## config.mk

```make
export PLATFORM = sky130hd
export DESIGN_NAME = quadra_coef_loader_flat
export DESIGN_NICKNAME = d
export VERILOG_FILES = /design/src/rtl/quadra_coef_if.sv /design/src/rtl/quadra_coef_loader.sv /design/src/flat_wrapper.sv
export SDC_FILE = /design/constraint.sdc
export NUM_CORES = 1
export LEC_CHECK = 0
export ABC_AREA = 0
export CAP_MARGIN = 20
export CORE_ASPECT_RATIO = 1.2
export CORE_MARGIN = 3
export CORE_UTILIZATION = 45
export DETAILED_ROUTE_END_ITERATION = 8
export PLACE_DENSITY = 0.67
export SLEW_MARGIN = 30
export SYNTH_ARGS = -nofsm -noshare
export SYNTH_HDL_FRONTEND = slang
export SYNTH_SLANG_ARGS = --single-unit
```

## constraint.sdc

```tcl
create_clock -name clk -period 5.9 [get_ports clk]
set_clock_uncertainty 0.15 [all_clocks]
set_input_delay 0.885 -clock clk [delete_from_list [all_inputs] [get_ports clk]]
set_output_delay 0.885 -clock clk [all_outputs]
set_load 0.02 [all_outputs]
```

## src/rtl/quadra_coef_if.sv

```systemverilog
// Byte-stream input and coefficient-table write port of the quadratic coefficient loader.
// The host side (master) drives bytes; the loader (slave) drives the table write.
interface quadra_coef_if #(
  parameter int W = 61
);
  logic         s_valid;
  logic         s_ready;
  logic [7:0]   s_data;
  logic         wr_en;
  logic [6:0]   wr_addr;
  logic [W-1:0] wr_data;

  modport master (
    output s_valid, s_data,
    input  s_ready, wr_en, wr_addr, wr_data
  );

  modport slave (
    input  s_valid, s_data,
    output s_ready, wr_en, wr_addr, wr_data
  );
endinterface

```

## src/rtl/quadra_coef_loader.sv

```systemverilog
// Unpacks framed {c,b,a} coefficient records from a byte stream into 128-entry table writes.
// Define QUADRA_COEF_CRC_EN to require a trailing CRC-8 (poly 0x07) byte on every frame.
module quadra_coef_loader #(
  parameter int A_W = 28,
  parameter int B_W = 20,
  parameter int C_W = 13
) (
  input  logic           clk,
  input  logic           rst,
  quadra_coef_if.slave   bus,
  output logic           busy,
  output logic           commit,
  output logic           err
);
  localparam int W   = A_W + B_W + C_W;
  localparam int RB  = (W + 7) / 8;
  localparam int BCW = $clog2(RB + 1);

  typedef enum logic [2:0] {
    ST_IDLE,
    ST_START,
    ST_COUNT,
    ST_DATA,
`ifdef QUADRA_COEF_CRC_EN
    ST_CRC,
`endif
    ST_RESP
  } state_t;

  state_t           state, state_nxt;
  logic [6:0]       start_idx;
  logic [7:0]       n_last;
  logic [7:0]       k;
  logic [BCW-1:0]   byte_cnt;
  logic [RB*8-1:0]  rec;
  logic [RB*8-1:0]  rec_next;
  logic             resp_ok;
  logic             accept;
  logic             rec_done;
  logic             last_rec;
  logic             count_bad;

  assign accept    = bus.s_valid && bus.s_ready;
  assign rec_done  = (byte_cnt == BCW'(RB - 1));
  assign last_rec  = (k == n_last);
  assign count_bad = (bus.s_data == 8'd0) || (bus.s_data > 8'd128);
  // Records arrive little-endian: each new byte enters at the top and slides down.
  assign rec_next  = {bus.s_data, rec[RB*8-1:8]};

  // NOTE: sequential state uses non-blocking (<=) so every flop samples pre-edge values.
  always_ff @(posedge clk or posedge rst) begin
    if (rst) state <= ST_IDLE;
    else     state <= state_nxt;
  end

  // NOTE: defaulting state_nxt before the case keeps this block free of inferred latches.
  always_comb begin
    state_nxt = state;
    case (state)
      ST_IDLE:  if (accept && bus.s_data == 8'hA5) state_nxt = ST_START;
      ST_START: if (accept) state_nxt = ST_COUNT;
      ST_COUNT: if (accept) state_nxt = count_bad ? ST_RESP : ST_DATA;
      ST_DATA: begin
        if (accept && rec_done && last_rec) begin
`ifdef QUADRA_COEF_CRC_EN
          state_nxt = ST_CRC;
`else
          state_nxt = ST_RESP;
`endif
        end
      end
`ifdef QUADRA_COEF_CRC_EN
      ST_CRC:   if (accept) state_nxt = ST_RESP;
`endif
      ST_RESP:  state_nxt = ST_IDLE;
      default:  state_nxt = ST_IDLE;
    endcase
  end

  always_comb begin
    bus.s_ready = !rst && (state != ST_RESP);
    busy        = (state != ST_IDLE);
    commit      = (state == ST_RESP) && resp_ok;
    err         = (state == ST_RESP) && !resp_ok;
  end

  always_ff @(posedge clk or posedge rst) begin
    if (rst) begin
      start_idx   <= '0;
      n_last      <= '0;
      k           <= '0;
      byte_cnt    <= '0;
      rec         <= '0;
      resp_ok     <= 1'b0;
      bus.wr_en   <= 1'b0;
      bus.wr_addr <= '0;
      bus.wr_data <= '0;
    end else begin
      bus.wr_en <= 1'b0;
      if (accept) begin
        case (state)
          ST_START: start_idx <= bus.s_data[6:0];
          ST_COUNT: begin
            n_last   <= bus.s_data - 8'd1;
            k        <= '0;
            byte_cnt <= '0;
            if (count_bad) resp_ok <= 1'b0;
          end
          ST_DATA: begin
            rec <= rec_next;
            if (rec_done) begin
              byte_cnt    <= '0;
              bus.wr_en   <= 1'b1;
              bus.wr_addr <= start_idx + k[6:0];
              bus.wr_data <= rec_next[W-1:0];
              k           <= k + 8'd1;
`ifndef QUADRA_COEF_CRC_EN
              if (last_rec) resp_ok <= 1'b1;
`endif
            end else begin
              byte_cnt <= byte_cnt + BCW'(1);
            end
          end
`ifdef QUADRA_COEF_CRC_EN
          ST_CRC: resp_ok <= (bus.s_data == crc);
`endif
          default: ;
        endcase
      end
    end
  end

`ifdef QUADRA_COEF_CRC_EN
  logic [7:0] crc;

  function automatic logic [7:0] crc8_step(input logic [7:0] c, input logic [7:0] d);
    logic [7:0] r;
    r = c ^ d;
    for (int i = 0; i < 8; i++) r = r[7] ? ((r << 1) ^ 8'h07) : (r << 1);
    return r;
  endfunction

  // The header is excluded: the running CRC restarts whenever IDLE sees a byte.
  always_ff @(posedge clk or posedge rst) begin
    if (rst) begin
      crc <= 8'h00;
    end else if (accept) begin
      case (state)
        ST_IDLE:                    crc <= 8'h00;
        ST_START, ST_COUNT, ST_DATA: crc <= crc8_step(crc, bus.s_data);
        default: ;
      endcase
    end
  end
`endif
endmodule

```

## src/flat_wrapper.sv

```systemverilog
// flat-port wrapper written by rule: the top's interface ports become plain ports
module quadra_coef_loader_flat 
#(
  parameter int A_W = 28,
  parameter int B_W = 20,
  parameter int C_W = 13
)
  (clk, rst, busy, commit, err, bus_s_valid, bus_s_data, bus_s_ready, bus_wr_en, bus_wr_addr, bus_wr_data);
  quadra_coef_if #(.W((A_W + B_W + C_W))) bus_i ();
  input  logic clk;
  input  logic rst;
  output logic busy;
  output logic commit;
  output logic err;
  input wire logic [$bits(bus_i.s_valid)-1:0] bus_s_valid;
  input wire logic [$bits(bus_i.s_data)-1:0] bus_s_data;
  output wire logic [$bits(bus_i.s_ready)-1:0] bus_s_ready;
  output wire logic [$bits(bus_i.wr_en)-1:0] bus_wr_en;
  output wire logic [$bits(bus_i.wr_addr)-1:0] bus_wr_addr;
  output wire logic [$bits(bus_i.wr_data)-1:0] bus_wr_data;
  assign bus_i.s_valid = bus_s_valid;
  assign bus_i.s_data = bus_s_data;
  assign bus_s_ready = bus_i.s_ready;
  assign bus_wr_en = bus_i.wr_en;
  assign bus_wr_addr = bus_i.wr_addr;
  assign bus_wr_data = bus_i.wr_data;
  quadra_coef_loader #(.A_W(A_W), .B_W(B_W), .C_W(C_W)) u_core (.clk(clk), .rst(rst), .bus(bus_i), .busy(busy), .commit(commit), .err(err));
endmodule
```

# After elaboration in Yosys (flattened, before gate mapping)
# Cells that the tools add are included.
[totals]
reg_bits = 164
wordCells = 69
[op_classes]
addsub = 4
n_lt_le_gt_ge = 1
eq_ne = 15
n_mux = 17
reduce_logical = 22
[ops]
columns = ["op", "n"]
rows = [
  ["8-bit one-hot mux with 2 select lines", 1],
  ["3-bit two-way mux", 5],
  ["2-bit by 1-bit inequality test with 1-bit output (second input constant)", 7],
  ["3-bit one-hot mux with 4 select lines", 1],
  ["8-bit by 1-bit adder with 8-bit output (second input constant)", 1],
  ["8-bit == test", 1],
  ["8-bit == test (second input constant)", 1],
  ["8-bit greater-than comparator (second input constant)", 1],
  ["8-bit logical NOT", 1],
  ["8-bit two-way mux", 1],
  ["4-bit one-hot mux with 2 select lines", 1],
  ["2-bit AND reduction", 4],
  ["8-bit by 1-bit subtractor with 8-bit output (second input constant)", 1],
  ["7-bit adder", 1],
  ["1-bit logical AND", 7],
  ["3-bit by 2-bit == test with 1-bit output (second input constant)", 2],
  ["1-bit two-way mux", 6],
  ["3-bit AND reduction", 2],
  ["5-bit AND reduction", 1],
  ["4-bit by 1-bit adder with 4-bit output (second input constant)", 1],
  ["4-bit by 3-bit == test with 1-bit output (second input constant)", 1],
  ["4-bit two-way mux", 1],
  ["4-bit AND reduction", 1],
  ["3-bit by 1-bit == test with 1-bit output (second input constant)", 1],
  ["other kinds (8)", 9],
]

# Depth between registers and ports, before layout
[logic_depth]
word_depth = 7
ltp_mapped = 9
mapped_depth_nobuf = 9

# Worst setup path before layout
# OpenSTA, ideal clock, no wires.
[synth_timing]
kind = "input to register"
startpoint = "input rst"
endpoint = "register u_core.rec[28]"
t_arrival_ns = 5.234
required_ns = 5.685
slack_ns = 0.450
path_stages = 6
n_path_buf = 2
cell_sequence = "inv_1 and3_1 buf_2 buf_1 nand2_1 nand2_1"
[synth_between]
elab_chain_cells = 4
[synth_lines]
columns = ["element", "line", "rtl"]
rows = [
  ["start, declared", "flat_wrapper.sv:11", "input logic rst;"],
  ["1-bit logical NOT (no line)", "-", ""],
  ["1-bit logical AND", "quadra_coef_loader.sv:81", "bus.s_ready = !rst && (state != ST_RESP);"],
  ["1-bit logical AND", "quadra_coef_loader.sv:43", "assign accept = bus.s_valid && bus.s_ready;"],
  ["2-bit AND reduction (no line)", "-", ""],
  ["end signal, assigned", "quadra_coef_loader.sv:110", "rec <= rec_next;"],
  ["end, declared", "quadra_coef_loader.sv:35", "logic [RB*8-1:0] rec;"],
]
# No other way between the ends.
# A chain may end at the register's enable or synchronous reset.

# Final worst setup path
[layout_timing]
startpoint = "input rst"
endpoint = "register u_core.bus.wr_data[16]"
[layout_between]
elab_chain_cells = 4
[layout_lines]
columns = ["element", "line", "rtl"]
rows = [
  ["1-bit logical NOT (no line)", "-", ""],
  ["1-bit logical AND", "quadra_coef_loader.sv:81", ""],
  ["1-bit logical AND", "quadra_coef_loader.sv:43", ""],
  ["3-bit AND reduction (no line)", "-", ""],
  ["end signal, assigned", "quadra_coef_loader.sv:115", "bus.wr_data <= rec_next[W-1:0];"],
  ["end, declared", "quadra_coef_if.sv:20", "output s_ready, wr_en, wr_addr, wr_data"],
]
# No other way between the ends.

==> impl_metrics.env <==
export IMPL_p_sw_frac=0.293
export IMPL_ys_ff_latch=156
export IMPL_tightest_slew_ns=0.825
export IMPL_routedWlPerCell_um=14.1
export IMPL_die_area_um2=16100
export IMPL_p_per_area_nw_per_um2=362
export IMPL_seq_area_frac_synth=0.596
export IMPL_power_share_combinational=0.146
export IMPL_ctsHtreeMaxLevel=4
export IMPL_final_setup_tns_ns=0
export IMPL_switchingPower_uw=847
export IMPL_num_io_pins=84
export IMPL_design_area_um2=8000
export IMPL_grt_ovfl_total=0
export IMPL_critPathMaxFanout=63
export IMPL_antenna_found_initial=0
export IMPL_yosys_area_share_simple=0.263
export IMPL_critPathSlowestCell="clkdlybuf4s50_1"
export IMPL_initial_utilization=0.466
export IMPL_report_final_slew_viol_count=0
export IMPL_max_slew_margin_rel=0.450
export IMPL_fill_cells=1261
export IMPL_place_area_um2=7430
export IMPL_cts_resized=0
export IMPL_syn_nets=729
export IMPL_cts_sinks=156
export IMPL_postRouteAntennaNets=0
export IMPL_crit_path_start_kind="input port"
export IMPL_synthToLayoutAreaGrowth_pct=22.0
export IMPL_ir_drop_mv=0.204
export IMPL_cpPeakStageDelay_ns=0.63
export IMPL_dpl_hpwl_um=9130
export IMPL_synth_compound_area_frac=0.0412
export IMPL_synth_top_family_by_area="simple AND/OR/NAND/NOR gates"
export IMPL_crit_required_ns=6.03
export IMPL_cap_violations=0
export IMPL_syn_cell_area_um2=6550
export IMPL_grt_usage=0.181
export IMPL_clk_pin_slew_worst_paths_ns=0.06
export IMPL_grt_max_degree=83
export IMPL_leakage_uw=0.00409
export IMPL_ys_warnings_count=0
export IMPL_clkPwrFrac=0.355
export IMPL_cts_made_buffers=17
export IMPL_first_global_vias=4851
export IMPL_syn_avg_cell_area_um2=9.27
export IMPL_instances_no_fill=964
export IMPL_finalHoldViolCount=0
export IMPL_synth_mux_area_frac=0.0101
export IMPL_cp_data_arrival_time_ns=3.52
export IMPL_power_uw=2890
export IMPL_drt_iter0_markers=341
export IMPL_n_antenna_cell=0
export IMPL_ctsHoldBuffers=0
export IMPL_clock_path_buffers=2
export IMPL_path_cells="clkdlybuf4s50_1 > nor2_1 > nand2_4 > or2_2 > clkinv_2 > nand2_1 > nand2_1"
export IMPL_post_cts_buffers=0
export IMPL_finalSetupViolCount=0
export IMPL_rsz0062_at_grt="no"
export IMPL_post_place_ws_ns=2.07
export IMPL_gp_congestion=0.861
export IMPL_nets=802
export IMPL_dp_cells=932
export IMPL_clk_latency_ns=0.41
export IMPL_first_pass_iters=4
export IMPL_sequentialPowerShare=0.500
export IMPL_viasPerCell=5.00
export IMPL_period_share=0.573
export IMPL_drive_gt1_frac=0.0643
export IMPL_async_reset_ff_frac=1.00
export IMPL_yosysUniqueCellTypes=50
export IMPL_rows=47
export IMPL_synth_edf_count=0
export IMPL_synth_xor_area_frac=0.0321
export IMPL_synthAdderAreaFrac=0.0221
export IMPL_cts_root_buf="clkbuf_16"
export IMPL_end_kind="register"
export IMPL_ys_flop_type="dfrtp_1"
export IMPL_power_internal_uw=2050
export IMPL_crit_top_cell="nand2_1"
export IMPL_grt_pass1_wl_um=23400
export IMPL_routed_wl_um=13600
export IMPL_cts_tree="built"
export IMPL_finalCriticalPeriod_ns=3.38
export IMPL_fmax_mhz=296
export IMPL_die_h_um=138
export IMPL_drc=0
export IMPL_status="complete, no violations"
export IMPL_setup_slack_ns=2.52
export IMPL_syn_inst=707
export IMPL_io_buffers=83
export IMPL_core_um2=14100
export IMPL_die_x_um=116
export IMPL_num_vias=4816
export IMPL_hold_class="register to register"
export IMPL_path_class="input port to register"
-- synth_stat cells, types with 3 or more instances --
cell type / n / area (um^2)
buf_6: 6 / 67.6
buf_2: 9 / 45.0
mux2_2: 5 / 56.3
dfrtp_1: 156 / 3900
clkbuf_1: 8 / 30.0
xnor2_1: 16 / 140
ha_1: 10 / 125
and3_1: 3 / 18.8
o21ai_0: 28 / 140
a21oi_1: 6 / 30.0
nor2_1: 18 / 67.6
nor3_1: 3 / 15.0
inv_1: 9 / 33.8
xor2_1: 8 / 70.1
nand2_1: 370 / 1390
buf_4: 6 / 45.0
nand4_1: 3 / 18.8
nand3_1: 6 / 30.0
-- registers in the layout, indices dropped and copies added, names as in the netlist --
signal              cells
u_core.start_idx        7
u_core.bus.wr_addr      7
u_core.rec             56
u_core.bus.wr_en        1
u_core.resp_ok          1
u_core.k                8
u_core.state            3
u_core.n_last           8
u_core.byte_cnt         4
u_core.bus.wr_data     61
-- final timing paths --
| check | startpoint | slack, ns | depth (start not counted) | to |
|---|---|---|---|---|
| max in group asynchronous | rst | 3.49 | 3 | u_core.bus.wr_data[1]$_DFFE_PP0P_ |
| setup reg to reg | u_core.state[0]$_DFFE_PP0P_ | 2.94 | 6 | u_core.bus.wr_data[16]$_DFFE_PP0P_ |
| setup / recovery | rst | 2.52 | 7 | u_core.bus.wr_data[16]$_DFFE_PP0P_ |
| hold / removal | u_core.bus.wr_data[46]$_DFFE_PP0P_ | 0.32 | 2 | u_core.bus.wr_data[46]$_DFFE_PP0P_ |
| min in group asynchronous | rst | 0.92 | 2 | u_core.resp_ok$_DFFE_PP0P_ |
| hold reg to reg | u_core.bus.wr_data[46]$_DFFE_PP0P_ | 0.32 | 2 | u_core.bus.wr_data[46]$_DFFE_PP0P_ |
-- stage by stage --
stage,util,hold WS [ns]
5_1_grt,0.569,0.344
3_5_place_dp,0.529,0.312
3_3_place_gp,0.528,0.305
6_report,0.569,0.323
4_1_cts,0.569,0.329
2_1_floorplan,-,0.286
-- worst max-delay path: cells and delay by family --
kind	cells	cell delay, ns
and+or+nand+nor	5	1.34
buffers and inverters	2	1.23
-- logic make-up (layout without fill, tap and decap cells) --
kind of cell / count (synthesis) / in the layout
fa+ha+maj: 11 / 11
simple gates: 423 / 423
compound gates: 46 / 46
mux: 6 / 6
flops: 156 / 156
buf+inv: 41 / 127
xor+xnor: 24 / 24
-- power groups by stage --
| stage | clock, uW | combinational (uW) | sequential (uW) |
|---|---|---|---|
| after floorplan | 0 | 360 | 1400 |
| after global placement | 0 | 406 | 1460 |
| after detailed placement | 0 | 423 | 1470 |
| after CTS | 1050 | 428 | 1450 |
| after global routing | 1090 | 490 | 1470 |
| final | 1030 | 422 | 1450 |
-- metal layers --
metal  routed length, um  track usage
met4                 194       0.0599
met3                 467       0.0385
met5                   0            0
met1                6090        0.241
met2                6890        0.295
-- cells in the final DEF, fill, tap and decap left out, types with 3 or more instances in the layout --
cell / instances
nor2_1: 18
clkbuf_16: 17
dfrtp_1: 156
o21ai_0: 28
nand4_1: 3
clkinvlp_4: 6
a21oi_1: 6
nand2_1: 370
nor3_1: 3
xnor2_1: 16
inv_1: 8
xor2_1: 8
ha_1: 10
mux2_2: 5
or2_2: 3
clkdlybuf4s50_1: 83
inv_6: 3
nand3_1: 6
-- final cells by class --
type	instances	area (um^2)	share of cell area
clock buffers	20	447	0.0559
clock inverters	12	115	0.0144
inverters	10	43.8	0.00548
multi-input cells	510	2420	0.303
flip-flops and latches	156	3900	0.488
well taps	171	214	0.0268
repair buffers	85	850	0.106
(Power assumes the default switching activity.)
==> patch 1: new RTL, same flow settings <==
`A_W` is set to 28 in 2 places; all go to 20.
--- a/src/rtl/quadra_coef_loader.sv
+++ b/src/rtl/quadra_coef_loader.sv
@@ -2,5 +2,5 @@
 // Define QUADRA_COEF_CRC_EN to require a trailing CRC-8 (poly 0x07) byte on every frame.
 module quadra_coef_loader #(
-  parameter int A_W = 28,
+  parameter int A_W = 20,
   parameter int B_W = 20,
   parameter int C_W = 13
--- a/src/flat_wrapper.sv
+++ b/src/flat_wrapper.sv
@@ -2,5 +2,5 @@
 module quadra_coef_loader_flat 
 #(
-  parameter int A_W = 28,
+  parameter int A_W = 20,
   parameter int B_W = 20,
   parameter int C_W = 13
Ports: changed (resized bus_wr_data); port bits go from 84 to 76. No check against the original RTL was run, so the function may have changed too.
==> patch 1 against the unedited design <==
Core utilization up 1.4 points. Global-route usage increased by 0.084 points. Setup slack gained 15 ps. Via count decreased by 15%. Final area is 6.8% lower. Area after synthesis shrank 9.4%. Routed wire length is 6.8% lower. First-iteration DRC count decreased by 48%. Sequential cell count down 17. Die area shrank 9.0%. Critical endpoint is now u_core.bus.wr_addr[5].
Power is not compared: it rests on default switching activity, and its combinational part moved more than twofold at a synthesized area within 25%.
==> patch 1: results <==
status:
  status: "completed"
logic_synthesis:
  yosysUniqueCellTypes: 47
  synth_compound_area_share_pct: 4.32
  synth_commonest_cells: "185 x nand2_1, 139 x dfrtp_1, 55 x mux2_2"
  async_reset_ff_share_pct: 100
  synth_xor_area_share_pct: 3.54
  avgSynthCellArea_um2: 10.8
  synthMuxAreaShare_pct: 10.9
  synth.yosys.seq_area_share_pct: 58.6
  synthAdderAreaFrac_pct: 2.44
  postSynthNetCount: 572
  yosys-top-cells-area: "dfrtp_1 59%, nand2_1 12%, mux2_2 10%"
clock_tree:
  cts_hold_buf: 0
  cts_root_buf: "clkbuf_16"
  clk_path_buf_depth: 2
  cts_buffers: 17
  insertion_delay_ps: 410
  post-cts-setup-buffers: 0
  clk_pin_slew_ps: 60
  htree_levels: 4
  cts-resized-gates: 0
worst_hold_path:
  hold_path_end: "u_core.bus.wr_data[27]"
  holdCritStartpoint: "u_core.bus.wr_data[27]"
  min_path_type: "flip-flop to flip-flop"
  min_path_cells: 2
route:
  post_drt_wl_per_cell_um: 15.8
  drtIter0Drc: 178
  vias: 4113
power:
  sw_frac_of_total_pct: 31.6
  max-vdd-ir-drop_v: 0.000238
  power_leakage_nw: 3.54
setup_path:
  r2r_cells: 8
  worstPathArrival_ps: 3510
  slowest_stage: "clkdlybuf4s50_1"
  r2r-start: "u_core.state[0]"
  crit_end: "u_core.bus.wr_addr[5]"
  r2r_setup_slack_ps: 2730
  crit_fanout: 62
  cp-startpoint: "rst"
  cpPeakStageDelay_ps: 600
placed_design:
  placed_area_mm2: 0.00682
  place.gp.congestion: 0.829
  hpwl_um: 8460
  port_buffers: 75
  dp_cells: 770
global_routing:
  grt_max_degree: 96
  grt.total_usage_pct: 18.2
  antenna_found_initial: 0
  grt_pass1_vias: 4368
  grt_pass1_wl_um: 21500
finish:
  drive_gt1_share_pct: 16.1
  largest_registers: "u_core.bus.wr_data (53), u_core.rec (48)"
  final_nets: 647
  n_fill_cell: 1113
  fin_cells: 802
  antenna_cells: 0
sta:
  relSlewSlack_pct: 45.0
[patch 1: changes by cell type after synthesis, sizes merged, moves of 7 or more]
cell / unedited run / this run
buf: 22 / 15
nand2: 371 / 186
a21oi: 7 / 16
dfrtp: 156 / 139
mux2: 5 / 56
o21ai: 29 / 14
[patch 1: area by class of cell]
type / instances / area, µm² / share of cell area, %
clock buffers: 18 / 439 / 5.89
clock inverters: 14 / 195 / 2.62
inverters: 9 / 40.0 / 0.537
multi-input cells: 380 / 2320 / 31.1
flip-flops and latches: 139 / 3480 / 46.7
well taps: 164 / 205 / 2.75
repair buffers: 78 / 773 / 10.4
[patch 1: worst max-delay path, delay by kind of cell]
family / cells / cell delay (ps)
compound gates: 1 / 120
buf+inv: 3 / 1510
simple gates: 5 / 950
[patch 1: power by group through the flow]
stage / registers, mW / logic, mW / clock network [mW]
final: 1.54 / 0.922 / 1.13
after global routing: 1.58 / 1.02 / 1.19
after floorplan: 1.57 / 0.523 / 0
after CTS: 1.54 / 0.941 / 1.14
after detailed placement: 1.55 / 0.929 / 0
after global placement: 1.54 / 0.904 / 0
[patch 1: metal layers]
layer  track usage [%]  routed length [µm]  vias up
li1                  -                   -     1973
met2              32.1                6660       80
met4              6.84                 202        0
met3              4.18                 475       20
met5                 0                   0        -
met1              21.6                5360     2040
[patch 1: stage by stage]
stage / setup slack (ps) / total power, mW / hold slack, ps
after floorplan: 1140 / 2.09 / 285
after CTS: 2380 / 3.62 / 326
final: 2530 / 3.59 / 321
after global placement: 2060 / 2.44 / 310
after detailed placement: 1960 / 2.48 / 312
after global routing: 2260 / 3.79 / 347
==> patch 2: new RTL, config.mk and constraints unchanged <==
Made on the original files. Register the output `err`, cleared by the reset; this adds one clock of latency there. The other outputs are not delayed to match.
--- a/src/rtl/quadra_coef_loader.sv
+++ b/src/rtl/quadra_coef_loader.sv
@@ -27,4 +27,6 @@
     ST_RESP
   } state_t;
+
+  logic err_d;
 
   state_t           state, state_nxt;
@@ -82,5 +84,5 @@
     busy        = (state != ST_IDLE);
     commit      = (state == ST_RESP) && resp_ok;
-    err         = (state == ST_RESP) && !resp_ok;
+    err_d       = (state == ST_RESP) && !resp_ok;
   end
 
@@ -154,4 +156,12 @@
   end
 `endif
+  always_ff @(posedge clk or posedge rst) begin
+    if (rst) begin
+      err <= '0;
+    end else begin
+      err <= err_d;
+    end
+  end
+
 endmodule
 
Function: changed (a bounded check fails within 4 cycles, from zero or initial values and one cycle with rst high).
==> patch 2 against the unedited design <==
Synthesized cell count decreased by 16%. Non-clock buffer count unchanged. Total power increased by 2.0%. Final area increased by 0.25%. Core utilization increased by 0.62 points. Setup slack got worse by 800 ps. Routed wire length decreased by 2.9%. Area after synthesis decreased by 1.1%. Sequential cell count increased by 1. Critical path type unchanged. Highest routed layer unchanged.
==> patch 2: results <==
status:
  status: "completed"
setup_path:
  cpPeakStageDelay_ps: 870
  cp_top_family: "buffers and inverters"
  slowest_stage: "clkinv_2"
  crit_fanout: 78
  worstPathArrival_ps: 4330
logic_synthesis:
  postSynthNetCount: 614
  ys_warn_count: 0
  synthAdderAreaFrac_pct: 2.24
  synth.yosys.seq_area_share_pct: 60.6
  synth_commonest_cells: "204 x nand2_1, 157 x dfrtp_1, 61 x mux2_2"
  synth_edf_count: 0
  async_reset_ff_share_pct: 100
  synth_compound_area_share_pct: 4.38
  synth_xor_area_share_pct: 2.95
  synthMuxAreaShare_pct: 10.6
  yosysUniqueCellTypes: 46
  yosys-top-cells-area: "dfrtp_1 61%, nand2_1 12%, mux2_2 11%"
finish:
  drive_gt1_share_pct: 15.4
  antenna_cells: 0
  final_nets: 692
  max_flop_register: "u_core.bus.wr_data"
  largest_registers: "u_core.bus.wr_data (61), u_core.rec (56)"
clock_tree:
  insertion_delay_ps: 420
  cts_root_buf: "clkbuf_16"
  cts_buffers: 17
  post-cts-setup-buffers: 0
  clk_pin_slew_ps: 60
  htree_levels: 4
power:
  power_leakage_nw: 3.95
  max-vdd-ir-drop_v: 0.000171
route:
  viasPerCell: 5.09
  firstDrtPassIters: 4
  drtIter0Drc: 229
  drt_wl_total_um: 13200
global_routing:
  grt_max_degree: 109
  antenna_found_initial: 0
  grt_pass1_vias: 4531
  grt.total_usage_pct: 17.9
  grt_pass1_wl_um: 22300
sta:
  tightest_slew_ps: 837
placed_design:
  place_ws_ps: 1280
  hpwl_um: 8790
  port_buffers: 83
  place.gp.congestion: 0.802
worst_hold_path:
  min_path_type: "flip-flop to flip-flop"
## patch 2: area by class of cell
cell class                 count  area, µm²
fill                        1209       5920
clock buffer                  19        433
tap                          171        214
sequential                   157       3930
inverter                       9       42.5
timing repair buffer          85        846
multi-input combinational    400       2400
clock inverter                13        158
## patch 2: logic make-up (layout without fill, tap and decap cells)
family	count (synthesis)	count (layout)
AND/OR/NAND/NOR	258	258
XOR/XNOR	21	21
adder cells (fa/ha/maj)	11	11
multiplexers	61	61
AO/OA/AOI/OAI	49	49
buffers and inverters	35	126
flip-flops	157	157
## patch 2: through the flow
| stage | cells | total power, mW | cell area, µm² |
|---|---|---|---|
| CTS | 854 | 2.98 | 8010 |
| detailed placement | 822 | 1.88 | 7420 |
| floorplan | 592 | 1.74 | 6480 |
| global route | 854 | 3.09 | 8020 |
| finish | 854 | 2.95 | 8020 |
| global placement | 822 | 1.85 | 7420 |
## patch 2: worst paths after layout
path / startpoint / to / slack, ps / cells after the start
min in group asynchronous: rst / u_core.err / 920 / 2
worst min-delay path: u_core.rec[8] / u_core.bus.wr_data[0] / 320 / 2
worst max register to register: u_core.state[0] / u_core.bus.wr_data[38] / 2100 / 7
worst min register to register: u_core.rec[8] / u_core.bus.wr_data[0] / 320 / 2
worst max-delay path: rst / u_core.bus.wr_data[38] / 1720 / 8
max in group asynchronous: rst / u_core.rec[8] / 3580 / 3
## patch 2: report_power, final
group | leakage (nW) | switching, mW | internal (mW)
clock network | 0.279 | 0.450 | 0.634
logic | 1.55 | 0.199 | 0.228
registers | 2.12 | 0.169 | 1.27
## patch 2: metal layers
layer | global-route usage (%) | vias up | share of wire, %
met3 | 3.69 | 16 | 3.8
met5 | 0 | - | 0
met4 | 6.33 | 0 | 1.4
met2 | 28.6 | 85 | 48
li1 | - | 2102 | -
met1 | 24.2 | 2147 | 47
